### src/rtl/ring_wr_cntrl_pkg.sv
// ----------------------------------------------------------------------------
// ring_wr_cntrl_pkg
// Shared definitions for the digitizer ring-buffer write controller:
//   - DEF_SIZE : default ring address width (ring depth 2^DEF_SIZE)
//   - CNT_W    : width of the event statistics counters
//   - state_t  : controller state encoding
//   - is_write_state() : states in which ADC samples are written to the ring
// ----------------------------------------------------------------------------
package ring_wr_cntrl_pkg;

    localparam int DEF_SIZE = 8;
    localparam int CNT_W    = 16;

    typedef enum logic [2:0] {
        ST_IDLE    = 3'd0,
        ST_ARMED   = 3'd1,
        ST_POST    = 3'd2,
        ST_READOUT = 3'd3,
        ST_DONE    = 3'd4
    } state_t;

    // Samples reach the ring only while pre-trigger (ARMED) or post-trigger
    // (POST) data is being captured; every other state drops them.
    function automatic logic is_write_state(input state_t st);
        logic res;
        case (st)
            ST_ARMED, ST_POST: res = 1'b1;
            default:           res = 1'b0;
        endcase
        return res;
    endfunction

endpackage

### src/rtl/ring_wr_cntrl_sat_cnt16.sv
// ----------------------------------------------------------------------------
// sat_cnt16
// Increment-enable saturating counter of CNT_W (16) bits. Holds at all-ones
// instead of wrapping, so a statistic never silently restarts from zero.
// Ports:
//   clk   : system clock
//   rst_n : asynchronous active-low reset, clears the count
//   srst  : synchronous soft reset, clears the count
//   inc   : count one event this cycle
//   cnt   : current count (registered)
// ----------------------------------------------------------------------------
module sat_cnt16
    import ring_wr_cntrl_pkg::*;
(
    input  logic             clk,
    input  logic             rst_n,
    input  logic             srst,
    input  logic             inc,
    output logic [CNT_W-1:0] cnt
);

    localparam logic [CNT_W-1:0] CNT_ZERO = {CNT_W{1'b0}};
    localparam logic [CNT_W-1:0] CNT_ONE  = {{(CNT_W-1){1'b0}}, 1'b1};
    localparam logic [CNT_W-1:0] CNT_MAX  = {CNT_W{1'b1}};

    logic [CNT_W-1:0] cnt_r;

    // Counter register: clears on either reset, stops at CNT_MAX.
    always_ff @(posedge clk or negedge rst_n) begin
        if (!rst_n) begin
            cnt_r <= CNT_ZERO;
        end else if (srst) begin
            cnt_r <= CNT_ZERO;
        end else if (inc && (cnt_r != CNT_MAX)) begin
            cnt_r <= cnt_r + CNT_ONE;
        end else begin
            cnt_r <= cnt_r;
        end
    end

    assign cnt = cnt_r;

endmodule

### src/rtl/ring_wr_cntrl.sv
// ----------------------------------------------------------------------------
// ring_wr_cntrl
// Write-side controller of the digitizer ring buffer. The write pointer
// free-runs on every ADC sample while armed; an accepted trigger captures a
// programmable number of post-trigger samples, after which the pointer is
// frozen and rd_request is raised for the readout stage. When the readout
// stage reports completion (ro_done_n low) the controller pulses evt_done and
// re-arms (or parks in IDLE when enable is low).
//
// Parameters:
//   SIZE         : ring address width, ring depth 2^SIZE
//   REQUIRE_FILL : 1 = ignore triggers until the ring holds 2^SIZE samples
//                  written since arming from IDLE
// Ports:
//   clk, rst_n   : clock, asynchronous active-low reset
//   enable       : run enable, low parks the block in IDLE
//   adc_valid    : one-cycle sample strobe
//   trigger      : trigger request, sampled every cycle
//   posttrig_i   : post-trigger sample count, latched at trigger accept
//   ro_done_n    : readout stage completion, active low
//   wr_addr      : next ring location to write (RAM + readout current address)
//   wr_en        : RAM write enable (adc_valid gated by state)
//   rd_request   : readout in progress, wr_addr frozen while high
//   filled       : 2^SIZE samples written since leaving IDLE
//   evt_done     : one-cycle pulse after each completed readout
//   trig_cnt     : accepted triggers, wraps
//   missed_cnt   : triggers seen while busy with an event, saturates
// ----------------------------------------------------------------------------
module ring_wr_cntrl
    import ring_wr_cntrl_pkg::*;
#(
    parameter int SIZE         = DEF_SIZE,
    parameter int REQUIRE_FILL = 1
) (
    input  logic             clk,
    input  logic             rst_n,
    input  logic             enable,
    input  logic             adc_valid,
    input  logic             trigger,
    input  logic [SIZE-1:0]  posttrig_i,
    input  logic             ro_done_n,
    output logic [SIZE-1:0]  wr_addr,
    output logic             wr_en,
    output logic             rd_request,
    output logic             filled,
    output logic             evt_done,
    output logic [CNT_W-1:0] trig_cnt,
    output logic [CNT_W-1:0] missed_cnt
);

    localparam logic [SIZE-1:0]  ADDR_ZERO  = {SIZE{1'b0}};
    localparam logic [SIZE-1:0]  ADDR_ONE   = {{(SIZE-1){1'b0}}, 1'b1};
    localparam logic [SIZE:0]    FILL_ZERO  = {(SIZE+1){1'b0}};
    localparam logic [SIZE:0]    FILL_ONE   = {{SIZE{1'b0}}, 1'b1};
    localparam logic [CNT_W-1:0] TRIG_ZERO  = {CNT_W{1'b0}};
    localparam logic [CNT_W-1:0] TRIG_ONE   = {{(CNT_W-1){1'b0}}, 1'b1};
    localparam logic             FILL_BYPASS = (REQUIRE_FILL == 0) ? 1'b1 : 1'b0;

    state_t           state_r;
    state_t           state_nxt_s;

    logic [SIZE-1:0]  wr_addr_r;
    logic [SIZE-1:0]  posttrig_r;
    logic [SIZE-1:0]  post_cnt_r;
    // One bit wider than the address so that exactly 2^SIZE writes set the
    // MSB; the counter then stops there, so the MSB is the filled flag.
    logic [SIZE:0]    fill_cnt_r;
    logic [CNT_W-1:0] trig_cnt_r;
    logic             rd_request_r;
    logic             evt_done_r;

    logic             filled_s;
    logic             wr_en_s;
    logic             missed_inc_s;
    logic             arm_from_idle_s;
    logic             accept_s;
    logic             post_last_s;
    logic             ro_exit_s;

    assign filled_s = fill_cnt_r[SIZE];

    // Event decode shared by the next-state logic and the datapath registers.
    always_comb begin
        arm_from_idle_s = 1'b0;
        accept_s        = 1'b0;
        post_last_s     = 1'b0;
        ro_exit_s       = 1'b0;
        case (state_r)
            ST_IDLE: begin
                arm_from_idle_s = enable;
            end
            ST_ARMED: begin
                // Dropping enable takes priority over a trigger in the same cycle.
                accept_s = enable && trigger && (filled_s || FILL_BYPASS);
            end
            ST_POST: begin
                post_last_s = wr_en_s && ((post_cnt_r + ADDR_ONE) == posttrig_r);
            end
            ST_READOUT: begin
                ro_exit_s = rd_request_r && !ro_done_n;
            end
            ST_DONE: begin
                arm_from_idle_s = 1'b0;
            end
            default: begin
                arm_from_idle_s = 1'b0;
            end
        endcase
    end

    // State register.
    always_ff @(posedge clk or negedge rst_n) begin
        if (!rst_n) begin
            state_r <= ST_IDLE;
        end else begin
            state_r <= state_nxt_s;
        end
    end

    // Next-state logic.
    always_comb begin
        state_nxt_s = state_r;
        case (state_r)
            ST_IDLE: begin
                if (enable) begin
                    state_nxt_s = ST_ARMED;
                end else begin
                    state_nxt_s = ST_IDLE;
                end
            end
            ST_ARMED: begin
                if (!enable) begin
                    state_nxt_s = ST_IDLE;
                end else if (accept_s) begin
                    // A zero post-trigger count skips POST entirely.
                    if (posttrig_i == ADDR_ZERO) begin
                        state_nxt_s = ST_READOUT;
                    end else begin
                        state_nxt_s = ST_POST;
                    end
                end else begin
                    state_nxt_s = ST_ARMED;
                end
            end
            ST_POST: begin
                // enable is deliberately ignored so a started event completes.
                if (post_last_s) begin
                    state_nxt_s = ST_READOUT;
                end else begin
                    state_nxt_s = ST_POST;
                end
            end
            ST_READOUT: begin
                if (ro_exit_s) begin
                    state_nxt_s = ST_DONE;
                end else begin
                    state_nxt_s = ST_READOUT;
                end
            end
            ST_DONE: begin
                if (enable) begin
                    state_nxt_s = ST_ARMED;
                end else begin
                    state_nxt_s = ST_IDLE;
                end
            end
            default: begin
                state_nxt_s = ST_IDLE;
            end
        endcase
    end

    // Output decode: RAM write strobe and missed-trigger strobe per state.
    always_comb begin
        wr_en_s      = adc_valid && is_write_state(state_r);
        missed_inc_s = 1'b0;
        case (state_r)
            ST_POST, ST_READOUT, ST_DONE: begin
                missed_inc_s = trigger;
            end
            default: begin
                missed_inc_s = 1'b0;
            end
        endcase
    end

    // Write pointer: advances on every accepted sample, wraps naturally.
    always_ff @(posedge clk or negedge rst_n) begin
        if (!rst_n) begin
            wr_addr_r <= ADDR_ZERO;
        end else if (wr_en_s) begin
            wr_addr_r <= wr_addr_r + ADDR_ONE;
        end else begin
            wr_addr_r <= wr_addr_r;
        end
    end

    // Fill counter: restarts when arming from IDLE, kept across re-arm from DONE.
    always_ff @(posedge clk or negedge rst_n) begin
        if (!rst_n) begin
            fill_cnt_r <= FILL_ZERO;
        end else if (arm_from_idle_s) begin
            fill_cnt_r <= FILL_ZERO;
        end else if (wr_en_s && !filled_s) begin
            fill_cnt_r <= fill_cnt_r + FILL_ONE;
        end else begin
            fill_cnt_r <= fill_cnt_r;
        end
    end

    // Post-trigger length latch and post-trigger write counter.
    always_ff @(posedge clk or negedge rst_n) begin
        if (!rst_n) begin
            posttrig_r <= ADDR_ZERO;
            post_cnt_r <= ADDR_ZERO;
        end else if (accept_s) begin
            // The accept-cycle sample is pre-trigger, so counting starts at 0.
            posttrig_r <= posttrig_i;
            post_cnt_r <= ADDR_ZERO;
        end else if ((state_r == ST_POST) && wr_en_s) begin
            posttrig_r <= posttrig_r;
            post_cnt_r <= post_cnt_r + ADDR_ONE;
        end else begin
            posttrig_r <= posttrig_r;
            post_cnt_r <= post_cnt_r;
        end
    end

    // Accepted-trigger counter, wraps at 2^CNT_W.
    always_ff @(posedge clk or negedge rst_n) begin
        if (!rst_n) begin
            trig_cnt_r <= TRIG_ZERO;
        end else if (accept_s) begin
            trig_cnt_r <= trig_cnt_r + TRIG_ONE;
        end else begin
            trig_cnt_r <= trig_cnt_r;
        end
    end

    // Registered handshake outputs, aligned with the state they describe.
    always_ff @(posedge clk or negedge rst_n) begin
        if (!rst_n) begin
            rd_request_r <= 1'b0;
            evt_done_r   <= 1'b0;
        end else begin
            rd_request_r <= (state_nxt_s == ST_READOUT);
            evt_done_r   <= (state_nxt_s == ST_DONE);
        end
    end

    sat_cnt16 u_missed_cnt (
        .clk   (clk),
        .rst_n (rst_n),
        .srst  (1'b0),
        .inc   (missed_inc_s),
        .cnt   (missed_cnt)
    );

    assign wr_addr    = wr_addr_r;
    assign wr_en      = wr_en_s;
    assign rd_request = rd_request_r;
    assign filled     = filled_s;
    assign evt_done   = evt_done_r;
    assign trig_cnt   = trig_cnt_r;

endmodule

### config.mk
export PLATFORM = sky130hd
export DESIGN_NAME = ring_wr_cntrl
export DESIGN_NICKNAME = d
export VERILOG_FILES = /design/src/rtl/ring_wr_cntrl_pkg.sv /design/src/rtl/ring_wr_cntrl_sat_cnt16.sv /design/src/rtl/ring_wr_cntrl.sv
export SDC_FILE = /design/constraint.sdc
export NUM_CORES = 1
export LEC_CHECK = 0
export CELL_PAD_IN_SITES_DETAIL_PLACEMENT = 1
export CELL_PAD_IN_SITES_GLOBAL_PLACEMENT = 2
export CORE_UTILIZATION = 30
export CTS_CLUSTER_SIZE = 20
export DETAILED_ROUTE_END_ITERATION = 8
export GPL_ROUTABILITY_DRIVEN = 0
export GPL_TIMING_DRIVEN = 1
export PLACE_DENSITY = 0.86
export SLEW_MARGIN = 20
export SYNTH_ARGS = -nofsm -noshare
export SYNTH_HDL_FRONTEND = slang
export SYNTH_SLANG_ARGS = --single-unit
### constraint.sdc
create_clock -name clk -period 1.8 [get_ports clk]
set_input_delay 0.36 -clock clk [delete_from_list [all_inputs] [get_ports clk]]
set_output_delay 0.36 -clock clk [all_outputs]
set_load 0.05 [all_outputs]
==> impl_metrics.ini, run 1 <==
[logic_synthesis]
synth_xor_area_share_pct = 13.6
synth_commonest_cells = dfrtp_1, nand2_1, xnor2_1
synthFlopType = dfrtp_1
synth_area_per_cell_um2 = 10.3
ys_async_sr_fraction_pct = 100
syn_nets = 344
yosysWarnings = 0
synth_fa_ha_area_share_pct = 1.87
synth_area_leaders = dfrtp_1, xnor2_1, nand2_1, xor2_1, nor2_1
synth_top_area_cell = dfrtp_1
synth_top_family_by_area = simple AND/OR/NAND/NOR gates
yosys.area.top_type_share_pct = 52.3
syn_area_mm2 = 0.00335
synthSimpleGateAreaFrac_pct = 23.6
synth.most_common_cell = dfrtp_1
seq_area_frac_synth_pct = 52.3
synth_cell_types = 44
ys_seq_elements = 70
synth_edf_count = 0
postSynthCellCount = 325
synth-compound-area-share_pct = 6.65
synthMuxAreaShare_pct = 0.672

[critical_path]
cp_max_fo = 4
crit_family = buffers and inverters
cp-start-kind = flop
worstPathRequired_ns = 1.44
arrival_ns = 1.49
rr_worst_depth = 7
criticalPathCategory = reg2out
cp_cell_sequence = buf_6 > xnor2_4 > nor3_4 > buf_6 > buf_12
rr_startpoint = state_r[0]
reg2reg_slack_ns = 0
cp_common_cell = buf_6
cp_num_buf_inv = 3
cp_slowest_cell = dfrtp_1
setup.worst_path.end = wr_en
crit_start = state_r[0]
end_kind = output pin
crit_cells = 5
slowest_delay_ns = 0.40
r2r-end = fill_cnt_r[3]

[timing]
drv_slew = 0
finalCritPeriodShare_pct = 103
rsz0062_at_grt = true
setup_viol = 1
min_period_ns = 1.85
setup_ws_ns = -0.0537
worst_pin_slew_ns = 0.489
fmax_mhz = 539
clock_skew_ns = 0.00842
relSlewSlack_pct = 67.4
hold_viol = 0

[die]
dieArea_mm2 = 0.0116
start_util_pct = 30.9
ios = 58
die_h_um = 108
fp.dieW_um = 108
num_rows = 38
coreArea_mm2 = 0.0108

[clock_network]
cts-htree-levels = 3
root_buffer = clkbuf_8
cts_tree = done
ctsLongestPathBuffers = 2
clk_pin_slew_ns = 0.08
clk_latency_ns = 0.35
cts_buffers = 9
cts.sinks = 70

[grt]
grt_pass1_wl_mm = 14.6
grtUsageTotal_pct = 16.3
grt-ovfl-total = 0
first_global_vias = 2957
grt_max_degree = 29
antenna_found_initial = 0

[route]
wl_per_cell_um = 14.9
dr.pass1.iters = 4
vias_per_cell = 4.80
ant_nets = 0
wl_mm = 8.83
vias = 2843
drc = 0
drtIter0Drc = 68

[pwr]
power_density_mw_per_mm2 = 1210
power_leakage_nw = 2.25
peakVddDrop_mv = 0.803
finalPower_mw = 5.76

[run_status]
run_status = complete, but fails checks
violations = setup timing

[finish]
synthToLayoutAreaGrowth_pct = 42.2
diodes = 0
drive_gt1_share_pct = 34.3
multi_input_area_mm2 = 0.00165
fin_util_pct = 44.0
nets = 466
seqCellArea_mm2 = 0.00177
fillers = 1227

[min_path]
hold_path.class = reg2reg

[place]
portBuffers = 57
hpwl_mm = 6.63

[flow_run]
maxCapViolCount = 0
[layout make-up]
class	instances	area share, %
clock buffer	10	2.89
multi-input combinational	245	34.5
sequential	70	37.1
tap	140	3.68
timing repair buffer	116	20.0
inverter	5	0.394
clock inverter	6	1.42
[cell families (layout without fill, tap and decap cells)]
| group | count (synthesis) | count (layout) |
|---|---|---|
| XOR/XNOR | 52 | 52 |
| AO/OA/AOI/OAI | 35 | 35 |
| adder cells (fa/ha/maj) | 5 | 5 |
| buffers and inverters | 10 | 137 |
| AND/OR/NAND/NOR | 151 | 151 |
| multiplexers | 2 | 2 |
| flip-flops | 70 | 70 |
[cell usage in the layout (no fill, tap or decap), types with 4 or more instances in the layout]
master           count
nand2_1             57
nor2_1              21
clkbuf_8            10
and3_1              11
dfrtp_1             58
ha_1                 5
and4_1               7
buf_6                4
xnor2_1             32
buf_4               95
o21ai_0             11
dfrtp_2             12
nand4_1             12
clkdlybuf4s50_1     12
a21oi_1              4
nand3_1             14
inv_1                4
nor4_1               4
xor2_1              18
[through the flow]
| step | hold slack (ns) | std cells | worst slack, ns | setup TNS, ns | area [um^2] |
|---|---|---|---|---|---|
| global route | 0.506 | 592 | -0.0961 | -0.311 | 4760 |
| finish | 0.479 | 592 | -0.0537 | -0.0537 | 4760 |
| global placement | 0.348 | 566 | -0.204 | -4.40 | 4410 |
| floorplan | 0.0644 | 325 | -0.167 | -0.291 | 3400 |
| detailed placement | 0.347 | 566 | -0.290 | -6.61 | 4410 |
| CTS | 0.488 | 589 | -0.0562 | -0.0562 | 4690 |
[layer usage]
layer  up-vias  global-route usage [%]  share of wire (%)
met5         -                       0                  0
met4         0                    6.07                1.7
met3        12                    3.69                3.7
met2        54                    27.8                 49
met1      1404                    20.0                 46
li1       1373                       -                  -
[worst register-to-register path: cells and delay by family, from the launching register on]
kind            cells  cell delay (ns)
compound gates      1             0.35
buf+inv             2             0.28
flops               1             0.40
simple gates        2             0.36
xor+xnor            2             0.30
[flip-flops by register name, indices dropped and copies added, names as in the netlist]
register	cells
trig_cnt	16
wr_addr	8
evt_done	1
u_missed_cnt.cnt	16
posttrig_r	8
rd_request	1
post_cnt_r	8
fill_cnt_r	9
state_r	3
[report_power, final]
group / internal, mW / switching (mW)
Sequential: 1.83 / 0.282
Clock: 0.685 / 0.643
Combinational: 1.06 / 1.27
Total: 3.57 / 2.19
[how the worst min path moves through the flow]
stage,endpoint,start,depth (start not counted),slack (ns)
6_report,trig_cnt[15],trig_cnt[15],1,0.48
5_1_grt,trig_cnt[15],trig_cnt[15],1,0.51
4_1_cts,trig_cnt[15],trig_cnt[15],1,0.49
3_5_place_dp,u_missed_cnt.cnt[15],rst_n,1,0.35
3_3_place_gp,u_missed_cnt.cnt[15],rst_n,1,0.35
2_1_floorplan,evt_done,rst_n,0,0.06
[what timing repair did]
item                                    in CTS  in global routing
hold buffers                                 1                  0
endpoints found under the hold margin       17                  0
pin swaps                                    3                  3
endpoints found under the setup margin       2                 21
gates resized for setup                      5                 16
setup buffers                                6                  3
gates cloned                                 0                  0
Note: power is estimated with default switching activity, not from simulation.
==> run 2: changes to the inputs <==
Settings changed: CORE_UTILIZATION 30 to 33, PLACE_DENSITY 0.86 to 0.9, SETUP_SLACK_MARGIN from default to 0.4.
Clock period 1.8 ns to 2.1 ns, I/O delays scaled along.
==> run 2 against run 1 <==
  * The run now ends clean
  * Via count fell by 2.7%
  * Combinational power down 21%
  * Core utilization up 4.0 points
  * Routed wire length is 2.5% higher
  * Largest power group is now registers
  * Critical path depth down 2
  * Count of clock-buffer cells in the layout stayed put
==> impl_metrics.ini, run 2 (synthesis gave the netlist of run 1 again) <==
[clock_network]
cts_buffers = 9
clk_latency_ns = 0.35
cts.sinks = 70
cts_tree = done
ctsLongestPathBuffers = 2
clk_pin_slew_ns = 0.08
cts-htree-levels = 3
root_buffer = clkbuf_8

[min_path]
hold_path.class = in2async

[grt]
grt-ovfl-total = 0
grt_pass1_wl_mm = 15.0
antenna_found_initial = 0
grt_max_degree = 71
first_global_vias = 2917
grtUsageTotal_pct = 18.6

[finish]
diodes = 0
seqCellArea_mm2 = 0.00178
final_common_cell = nand2_1
nets = 443
postLayoutCellArea_mm2 = 0.00471
synthToLayoutAreaGrowth_pct = 40.6
fillers = 1137
fin_util_pct = 48.0
drive_gt1_share_pct = 33.1
multi_input_area_mm2 = 0.00172
mostFrequentLayoutCells = nand2_1, dfrtp_1, buf_4

[pwr]
power_leakage_nw = 2.10
power_density_mw_per_mm2 = 1020
finalPower_mw = 4.81
peakVddDrop_mv = 0.580

[critical_path]
cp_slowest_cell = dfrtp_2
cp_num_buf_inv = 1
crit_family = flip-flops
arrival_ns = 1.36
end_kind = output pin
cp-start-kind = flop
cp_cell_sequence = xnor2_4 > nor3_4 > buf_12
cp_max_fo = 4
worstPathRequired_ns = 1.68
slowest_delay_ns = 0.47
criticalPathCategory = reg2out

[timing]
finalCritPeriodShare_pct = 85.0
drv_slew = 0
fmax_mhz = 560
setup_viol = 0
worst_pin_slew_ns = 0.535
min_period_ns = 1.78
tns_ns = 0
clock_skew_ns = 0.00984
holdWs_ns = 0.0866
hold_viol = 0
rsz0062_at_grt = true
relSlewSlack_pct = 64.5

[run_status]
run_status = finished clean

[route]
ant_nets = 0
drtIter0Drc = 65
wl_per_cell_um = 16.1
wl_mm = 9.05
vias = 2765
vias_per_cell = 4.92
dr.pass1.iters = 4
drc = 0

[die]
coreArea_mm2 = 0.00982
ios = 58
fp.dieW_um = 103
die_h_um = 103
num_rows = 36
dieArea_mm2 = 0.0106
start_util_pct = 34.1

[place]
placed_area_mm2 = 0.00431
hpwl_mm = 6.02
portBuffers = 57

[flow_run]
maxCapViolCount = 0
-- run 2: layer usage --
metal  global-route usage, %  vias to the layer above  routed length [um]
li1                        -                     1331                   -
met1                    24.9                     1367                4130
met2                    30.7                       57                4470
met3                    3.93                       10                 349
met4                    4.66                        0                  99
met5                       0                        -                   0
-- run 2: cell type report --
cell class                 count  area share [%]
clock buffer                  10            2.71
tap                          133            3.53
sequential                    70            37.7
clock inverter                 6            1.51
timing repair buffer          93            17.6
multi-input combinational    245            36.5
inverter                       5           0.399
-- run 2: worst paths after layout --
path / end / cells after the start / startpoint / slack (ns)
setup / recovery: wr_en / 3 / state_r[0] / 0.32
hold / removal: fill_cnt_r[2] / 2 / rst_n / 0.09
setup reg to reg: u_missed_cnt.cnt[3] / 6 / state_r[1] / 0.34
hold reg to reg: trig_cnt[15] / 1 / trig_cnt[15] / 0.48
max in group asynchronous: post_cnt_r[4] / 2 / rst_n / 1.67
min in group clk: trig_cnt[15] / 1 / trig_cnt[15] / 0.48
-- run 2: metrics by stage --
step | worst slack, ns | cells
2_1_floorplan | 0.133 | 325
3_3_place_gp | 0.0334 | 532
3_5_place_dp | -0.0521 | 532
4_1_cts | 0.302 | 557
5_1_grt | 0.247 | 562
6_report | 0.316 | 562
-- run 2: power breakdown --
part,leakage [nW],internal [mW],switching [mW]
sequential,0.916,1.57,0.294
combinational,1.09,0.789,1.04
clock,0.0931,0.557,0.553
-- run 2: what timing repair did --
action	4_1_cts	5_1_grt
hold buffers	0	0
resized for setup	119	37
pin swaps	9	11
buffers inserted	9	5
endpoints found under the setup margin	66	45
==> run 3: changes to the inputs <==
Settings changed: CORE_UTILIZATION 33 to 30, PLACE_DENSITY 0.9 to 0.86.
Clock period 2.1 ns to 1.57 ns, I/O delays scaled along.
==> run 3 against run 2 <==
  * The run now ends with setup timing left
  * Sequential share of layout area decreased by 11 points
  * Flip-flop and latch count unchanged
  * Routed wire length increased by 64%
  * Register-to-register slack got worse by 0.66 ns
  * Via count increased by 25%
  * Critical path depth increased by 5
  * Combinational power increased by 140%
  * Sequential power increased by 37%
  * Core utilization increased by 14 points
  * Non-clock buffer count increased by 110
  * Worst hold slack improved by 0.32 ns
  * Critical path type is now reg2reg
  * Largest cell class is now buffers
  * Largest power group is now combinational cells
  * Highest routed layer unchanged
==> impl_metrics.ini, run 3 (synthesis gave the netlist of run 1 again) <==
[flow_run]
maxCapViolCount = 0

[timing]
drv_slew = 0
hold_viol = 0
rsz0062_at_grt = true
worst_pin_slew_ns = 0.419
finalCritPeriodShare_pct = 121
setup_ws_ns = -0.325
min_period_ns = 1.89
tns_ns = -7.30
clock_skew_ns = 0.0140
relSlewSlack_pct = 71.3
setup_viol = 54
fmax_mhz = 528

[finish]
diodes = 0
fin_util_pct = 62.4
nets = 554
synthToLayoutAreaGrowth_pct = 102
final_common_cell = buf_4
drive_gt1_share_pct = 64.4
mostFrequentLayoutCells = buf_4, buf_6, buf_12

[die]
dieArea_mm2 = 0.0116
ios = 58
fp.dieW_um = 108
start_util_pct = 30.9
coreArea_mm2 = 0.0108
die_h_um = 108
num_rows = 38

[grt]
grt_pass1_wl_mm = 20.0
first_global_vias = 3789
antenna_found_initial = 0
grtUsageTotal_pct = 23.2
grt_max_degree = 37
grt-ovfl-total = 0

[pwr]
power_density_mw_per_mm2 = 1290
power_leakage_nw = 3.02
peakVddDrop_mv = 1.09

[route]
ant_nets = 0
drc = 0
dr.pass1.iters = 4
vias = 3469
vias_per_cell = 5.10
wl_per_cell_um = 21.8
drtIter0Drc = 101
wl_mm = 14.9

[critical_path]
r2r-end = u_missed_cnt.cnt[14]
criticalPathCategory = reg2reg
rr_worst_depth = 8
worstPathRequired_ns = 1.86
arrival_ns = 2.18
cp_max_fo = 4
cp-start-kind = flop
reg2reg_slack_ns = -0.32
end_kind = flop
rr_startpoint = state_r[0]

[clock_network]
cts_tree = done
cts.sinks = 70
clk_pin_slew_ns = 0.08
ctsLongestPathBuffers = 2
cts-htree-levels = 3
cts_buffers = 9
clk_latency_ns = 0.38
root_buffer = clkbuf_8

[place]
hpwl_mm = 7.24
portBuffers = 57

[run_status]
run_status = complete, but fails checks
violations = setup timing

[min_path]
hold_path.class = in2async
[run 3: cell types whose count changed in the layout (fill, tap and decap cells not counted), moves of 15 or more]
| cell | change |
|---|---|
| clkdlybuf4s15_2 | -22 |
| buf_4 | +59 |
| nand2_1 | -20 |
| buf_12 | +40 |
| buf_6 | +49 |
| dfrtp_2 | +19 |
| dfrtp_1 | -19 |
| clkbuf_2 | -15 |
[run 3: report_power, final]
part / internal, mW / total, mW / switching, mW
clock: 0.938 / 1.72 / 0.781
combinational: 2.30 / 4.43 / 2.13
sequential: 2.12 / 2.55 / 0.432
[run 3: layout make-up]
| class | instances | area, um^2 |
|---|---|---|
| flip-flops and latches | 70 | 1800 |
| repair buffers | 203 | 2320 |
| multi-input cells | 246 | 2230 |
| clock inverters | 4 | 72.6 |
| inverters | 5 | 18.8 |
| well taps | 140 | 175 |
| fillers | 1085 | 4080 |
| clock buffers | 12 | 145 |
[run 3: layer usage]
metal	routed length [um]	vias up	track usage, %
li1	-	1565	-
met1	5550	1766	25.5
met2	8220	100	42.9
met3	542	38	4.84
met4	551	0	9.59
met5	0	-	0
[run 3: worst max-delay path by stage]
stage / start / end / slack [ns] / depth (start not counted)
detailed placement: adc_valid / rd_request / -0.41 / 6
global route: state_r[0] / u_missed_cnt.cnt[14] / -0.41 / 8
floorplan: state_r[0] / wr_addr[7] / -0.39 / 6
global placement: adc_valid / fill_cnt_r[3] / -0.39 / 6
CTS: post_cnt_r[1] / rd_request / -0.21 / 6
finish: state_r[0] / u_missed_cnt.cnt[14] / -0.32 / 8
[run 3: what timing repair did]
| action | in CTS | in global routing |
|---|---|---|
| hold buffers | 1 | 0 |
| endpoints found under the hold margin | 18 | 0 |
| pin swaps | 43 | 51 |
| resized for setup | 108 | 67 |
| gates cloned | 1 | 0 |
| endpoints found under the setup margin | 112 | 162 |
| setup buffers | 56 | 21 |
[run 3: through the flow]
step | total power [mW] | instance area, um^2 | hold WS, ns | worst slack [ns] | cells
after floorplan | 3.98 | 3590 | 0.0184 | -0.393 | 325
after global placement | 5.38 | 5210 | 0.309 | -0.386 | 585
after detailed placement | 5.53 | 5210 | 0.332 | -0.415 | 585
after CTS | 7.98 | 6300 | 0.486 | -0.213 | 659
after global routing | 9.02 | 6760 | 0.439 | -0.406 | 680
final | 8.70 | 6760 | 0.402 | -0.325 | 680
[run 3: worst max-delay path: stages (launching register included)]
cell and delay, ns:
dfrtp_2 0.49, buf_6 0.16, nor3b_4 0.23, buf_4 0.16, o21ai_4 0.06, nor3b_4 0.22
buf_4 0.16, nand4_1 0.11, xnor2_1 0.22
